## config.mk

```make
export PLATFORM = sky130hd
export DESIGN_NAME = cla_multiword_seq_adder
export DESIGN_NICKNAME = d
export VERILOG_FILES = /design/src/rtl/cla_multiword_seq_adder.sv
export SDC_FILE = /design/constraint.sdc
export NUM_CORES = 1
export LEC_CHECK = 0
export BUFFER_PORTS_ARGS = -buffer_cell sky130_fd_sc_hd__buf_2
export CAP_MARGIN = 30
export CORE_MARGIN = 5
export CORE_UTILIZATION = 55
export DETAILED_ROUTE_END_ITERATION = 8
export PLACE_DENSITY = 0.91
export REMOVE_ABC_BUFFERS = 1
export SYNTH_ARGS = -nofsm -noshare
export SYNTH_HDL_FRONTEND = slang
export SYNTH_SLANG_ARGS = --single-unit
```

## constraint.sdc

```tcl
create_clock -name clk -period 7.45 [get_ports clk]
set_input_delay 0.745 -clock clk [delete_from_list [all_inputs] [get_ports clk]]
set_output_delay 0.745 -clock clk [all_outputs]
set_load 0.03 [all_outputs]
```

## src/rtl/cla_multiword_seq_adder.sv

```systemverilog
// Purpose: W-bit adder (W = 16*WORDS) that pushes one 16-bit chunk per cycle through a single CLA.
// Latency: start accepted at edge T, done pulses in the cycle after edge T+WORDS.
// Backpressure: start is ignored while busy; a held start is accepted each time IDLE is reached.

// 16-bit adder: per-nibble group propagate/generate feeding a lookahead carry unit.
module cla_16bits_LCU (
   input  logic [15:0] a,
   input  logic [15:0] b,
   input  logic        cin,
   output logic [15:0] sum,
   output logic        cout,
   output logic        P,
   output logic        G
);
   logic [15:0] p;
   logic [15:0] g;
   logic [3:0]  gp;
   logic [3:0]  gg;
   logic [4:0]  c;

   assign p = a ^ b;
   assign g = a & b;

   // Group propagate/generate for each nibble.
   always_comb begin
      gp = '0;
      gg = '0;
      for (int j = 0; j < 4; j++) begin
         gp[j] = &p[4*j +: 4];
         gg[j] = g[4*j+3]
               | (p[4*j+3] & g[4*j+2])
               | (p[4*j+3] & p[4*j+2] & g[4*j+1])
               | (p[4*j+3] & p[4*j+2] & p[4*j+1] & g[4*j]);
      end
   end

   // Lookahead carry unit: nibble carry-ins straight from group P/G and cin.
   always_comb begin
      c    = '0;
      c[0] = cin;
      c[1] = gg[0] | (gp[0] & cin);
      c[2] = gg[1] | (gp[1] & gg[0]) | (gp[1] & gp[0] & cin);
      c[3] = gg[2] | (gp[2] & gg[1]) | (gp[2] & gp[1] & gg[0])
           | (gp[2] & gp[1] & gp[0] & cin);
      c[4] = gg[3] | (gp[3] & gg[2]) | (gp[3] & gp[2] & gg[1])
           | (gp[3] & gp[2] & gp[1] & gg[0]) | (gp[3] & gp[2] & gp[1] & gp[0] & cin);
   end

   // Bit sums inside each nibble, seeded by the lookahead nibble carry.
   always_comb begin
      logic bc;
      sum = '0;
      bc  = 1'b0;
      for (int j = 0; j < 4; j++) begin
         bc = c[j];
         for (int k = 0; k < 4; k++) begin
            sum[4*j+k] = p[4*j+k] ^ bc;
            bc         = g[4*j+k] | (p[4*j+k] & bc);
         end
      end
   end

   assign cout = c[4];
   assign P    = &gp;
   assign G    = gg[3] | (gp[3] & gg[2]) | (gp[3] & gp[2] & gg[1])
               | (gp[3] & gp[2] & gp[1] & gg[0]);
endmodule

module cla_multiword_seq_adder #(
   parameter int WORDS = 4
) (
   input  logic                clk,
   input  logic                rst,
   input  logic                start,
   input  logic [16*WORDS-1:0] a,
   input  logic [16*WORDS-1:0] b,
   input  logic                cin,
   output logic                busy,
   output logic                done,
   output logic [16*WORDS-1:0] sum,
   output logic                cout,
   output logic                overflow
);
   localparam int W  = 16 * WORDS;
   localparam int IW = $clog2(WORDS);

   typedef enum logic [1:0] {IDLE, RUN, DONE} state_t;

   state_t          state_q, state_d;
   logic [IW-1:0]   idx_q, idx_d;
   logic            carry_q, carry_d;
   logic [W-1:0]    a_q, a_d;
   logic [W-1:0]    b_q, b_d;
   logic [W-1:0]    sum_q, sum_d;
   logic            cout_q, cout_d;
   logic            ovf_q, ovf_d;

   logic [15:0]     cla_a;
   logic [15:0]     cla_b;
   logic [15:0]     cla_sum;
   logic            cla_cout;

   // Pick the operand chunk addressed by idx for the shared CLA.
   always_comb begin
      cla_a = '0;
      cla_b = '0;
      for (int k = 0; k < WORDS; k++) begin
         if (idx_q == IW'(k)) begin
            cla_a = a_q[16*k +: 16];
            cla_b = b_q[16*k +: 16];
         end
      end
   end

   cla_16bits_LCU u_cla (
      .a    (cla_a),
      .b    (cla_b),
      .cin  (carry_q),
      .sum  (cla_sum),
      .cout (cla_cout),
      .P    (),
      .G    ()
   );

   // Next-state and datapath updates: latch on accept, one chunk per RUN cycle.
   always_comb begin
      state_d = state_q;
      idx_d   = idx_q;
      carry_d = carry_q;
      a_d     = a_q;
      b_d     = b_q;
      sum_d   = sum_q;
      cout_d  = cout_q;
      ovf_d   = ovf_q;
      case (state_q)
         IDLE: begin
            if (start) begin
               a_d     = a;
               b_d     = b;
               carry_d = cin;
               idx_d   = '0;
               sum_d   = '0;
               state_d = RUN;
            end
         end
         RUN: begin
            for (int k = 0; k < WORDS; k++) begin
               if (idx_q == IW'(k)) begin
                  sum_d[16*k +: 16] = cla_sum;
               end
            end
            carry_d = cla_cout;
            idx_d   = idx_q + 1'b1;
            if (idx_q == IW'(WORDS-1)) begin
               cout_d  = cla_cout;
               ovf_d   = (a_q[W-1] == b_q[W-1]) && (cla_sum[15] != a_q[W-1]);
               state_d = DONE;
            end
         end
         DONE: begin
            state_d = IDLE;
         end
         default: begin
            state_d = IDLE;
         end
      endcase
   end

   // State register; reset aborts any in-flight operation at once.
   always_ff @(posedge clk or posedge rst) begin
      if (rst) begin
         state_q <= IDLE;
         idx_q   <= '0;
         carry_q <= 1'b0;
         a_q     <= '0;
         b_q     <= '0;
         sum_q   <= '0;
         cout_q  <= 1'b0;
         ovf_q   <= 1'b0;
      end else begin
         state_q <= state_d;
         idx_q   <= idx_d;
         carry_q <= carry_d;
         a_q     <= a_d;
         b_q     <= b_d;
         sum_q   <= sum_d;
         cout_q  <= cout_d;
         ovf_q   <= ovf_d;
      end
   end

   assign busy     = (state_q != IDLE);
   assign done     = (state_q == DONE);
   assign sum      = sum_q;
   assign cout     = cout_q;
   assign overflow = ovf_q;
endmodule
```

==> impl_results.md <==
- Status: finished, final reports clean
- Reg clk slew, reported paths: 70 ps
- Filler instances: 1300
- Routed Antenna Nets: 0
- Dpl hpwl: 17400 µm
- Syn_area_per_cell: 8.66 µm²
- Final wirelength: 24700 µm
- Initial Utilization: 55.7%
- Initial antenna violation count: 0
- Area leader, netlist: dfrtp_1
- Vias in the first global route: 7977
- Clk root buf: clkbuf_16
- Final hold slack: 474 ps
- Synth Cell Area: 9210 µm²
- Combinational Power Share: 51.3%
- Fmax: 193 MHz
- Full die area: 19400 µm²
- Seq cells post-synth: 199
- Number of DRC markers in iteration 0: 770
- Design Power: 5.51 mW
- Asr flop ratio synth: 100%
- Post-CTS Setup Inserts: 0
- Vias: 8014
- Worst Path Class, Setup: reg2reg
- I/O pin count: 200
- Area occupied by multi-input gates: 3940 µm²
- Worst slew pin tran: 816 ps
- Crit-path slowest cell: ha_2
- Rel. slew slack: 45.6%
- WP data required: 7740 ps
- Post-route minimum period: 5170 ps
- Worst r2r src: idx_q[0]$_DFFE_PP0P_
- HP Class: in2async
- GPL Wtd Cong: 0.892
- Hold_buf cts: 0
- Layout Nets: 1389
- Critical path's largest stage delay: 500 ps
- N_diodes: 0
- Reg area: 4980 µm²
- Synth Flop Type: dfrtp_1
- Flop pwr share: 33.0%
- Area fraction of the dominant cell type after synthesis: 54.1%
- Input/output buffers: 199
- Clock share of power: 15.8%
- Cts repair resizes: 0
- DIE HEIGHT: 139 µm
- Int Pwr: 2.94 mW
- Number of max-cap violations: 0
- Final critical-path share of the clock period: 69.4%
- Skew final: 8.49 ps
- Reg2reg end: sum[43]$_DFFE_PP0P_
- Top cells by area, synth: dfrtp_1 54%, nand2_1 20%, a21oi_1 4.3%
- Power density cells: 506 nW/µm²
- Final non-filler cell total: 1458
- Clock buffer depth: 2
- Placed Cells: 1424
- Final Hold Vio Count: 0
- GRT Overall Usage: 25.5%
- Cell count after synthesis: 1063
- Setup TNS: 0 ps
- Count of cell types in the netlist: 31
- Global-route wire length before repair: 40000 µm
- Final setup violation count: 0
- H-Tree Depth: 4
- CP startpoint kind: register
- CTS tree: yes
- Crit path cell chain: inv_1 > ha_2 > buf_4 > a21oi_1 > a21oi_1 > nor2_1 > a21o_1 > ha_1 > a21oi_1 > a2bb2oi_1 > and2_1 > o21ai_0 > fa_1 > fa_1 > fa_1 > xnor2_1 > o21ai_0
- Total gr overflow: 0
- Number of flops mapped to enable cells by yosys: 0
- Share of cells above drive strength 1: 20.2%
- CTS buffer count: 17
- Reg2reg path depth: 17
- Clock net sink count: 199
- Die W: 139 µm
- Critical path endpoint category: register
- Max Slew Vio Count: 0
- Drt pass-1 iters: 5
- Worst skew pair latency: 430 ps
- Peak VDD IR: 0.000328 V
- Pin count of the biggest net entering global routing: 118
- Crit-path max FO: 41
- RSZ-0062 raised after global routing: false
- Register-to-Register Setup Slack: 2280 ps
- Routed length per instance: 16.9 µm
- Crit path DAT: 5460 ps
- Sequential share of the synthesized area: 54.1%
- Leakage: 5.79 nW
- Vias per cell: 5.50
- Core Region: 16500 µm²
- Synthesis warning total: 0
- Syn-to-layout area delta: 18.4%
- Row count: 47
- Sw frac: 46.6%
- DR DRC count: 0
- Sw Pwr: 2.57 mW
[cells by family (layout without fill, tap and decap cells)]
family	after synthesis	in the layout	synth area share (%)
compound gates	189	189	12.1
buf+inv	77	252	3.44
xor+xnor	4	4	0.380
flops	199	199	54.1
simple gates	562	562	24.7
fa+ha+maj	32	32	5.33
[flip-flops by register name, summed over array words and instances, names as in the netlist]
name and cells:
b_q 64, sum 64, cout 1, a_q 64
carry_q 1, state_q 2, overflow 1, idx_q 2
[through the flow]
stage	utilization [%]	instance area [µm²]	setup WS (ps)
finish	66.0	10900	2280
global route	66.0	10900	1830
CTS	65.8	10900	2140
detailed placement	62.5	10300	2180
global placement	62.3	10300	2410
floorplan	-	8930	749
[Yosys cell counts, types with 2 or more instances]
cell	count
and2_1	5
clkbuf_1	40
a211oi_1	2
buf_2	21
inv_1	10
nand3b_1	32
nand2_1	497
o21ai_0	58
o31ai_1	8
dfrtp_1	199
xnor2_1	3
nor2_1	18
nor2b_1	2
fa_1	12
a21o_1	7
buf_1	5
a21oi_1	79
ha_1	20
a22o_1	31
nand4_1	2
nor2_2	2
[worst max path at each step]
stage | from | end | slack (ps) | cells past startpoint
6_report | idx_q[0]$_DFFE_PP0P_ | sum[43]$_DFFE_PP0P_ | 2280 | 17
3_3_place_gp | idx_q[1]$_DFFE_PP0P_ | overflow$_DFFE_PP0P_ | 2410 | 19
2_1_floorplan | start | sum[48]$_DFFE_PP0P_ | 750 | 3
5_1_grt | idx_q[0]$_DFFE_PP0P_ | sum[63]$_DFFE_PP0P_ | 1830 | 18
3_5_place_dp | idx_q[1]$_DFFE_PP0P_ | overflow$_DFFE_PP0P_ | 2180 | 19
4_1_cts | idx_q[1]$_DFFE_PP0P_ | sum[43]$_DFFE_PP0P_ | 2140 | 17
[critical path, delay by kind of cell, from the launching register on]
| kind | cells | cell delay, ps |
|---|---|---|
| compound gates | 7 | 1150 |
| buf+inv | 2 | 600 |
| xor+xnor | 1 | 370 |
| fa+ha+maj | 5 | 2180 |
| simple gates | 2 | 260 |
| flops | 1 | 430 |
[placed cells by master, fill, tap and decap left out, types with 2 or more instances in the layout]
cell / instances
a21o_1: 7
fa_1: 12
inv_1: 9
and2_1: 5
nor2b_1: 2
buf_4: 8
nand2_1: 496
ha_1: 16
nor2_2: 3
a21oi_1: 79
clkinv_4: 2
o31ai_1: 8
clkbuf_16: 17
inv_6: 4
dfrtp_1: 199
inv_8: 2
clkinvlp_4: 2
nand3b_1: 32
ha_2: 4
nor2_1: 17
clkbuf_8: 2
a211oi_1: 2
o21ai_0: 58
a22o_1: 31
clkinv_2: 2
buf_2: 199
clkbuf_1: 2
xnor2_1: 3
nand4_1: 2
[power by group through the flow]
stage | registers [mW] | logic [mW] | clock network (mW)
CTS | 1.81 | 2.78 | 0.875
global placement | 1.80 | 2.63 | 0
floorplan | 1.95 | 1.73 | 0
global route | 1.86 | 3.11 | 0.920
finish | 1.82 | 2.83 | 0.870
detailed placement | 1.82 | 2.76 | 0
[cell type report]
class	count	share of cell area, %
clock buffer	21	4.22
clock inverter	11	0.814
inverter	10	0.413
multi-input combinational	787	36.1
sequential	199	45.7
tap	220	2.52
timing repair buffer	210	10.3
[per-layer routing]
metal / vias up / track usage, % / share of wire (%)
met5: - / 0 / 0
met2: 369 / 39.8 / 47
li1: 3770 / - / -
met3: 78 / 4.80 / 7.2
met4: 0 / 13.5 / 4.8
met1: 3797 / 34.2 / 41
No activity file was read; power rests on OpenSTA's default activity.
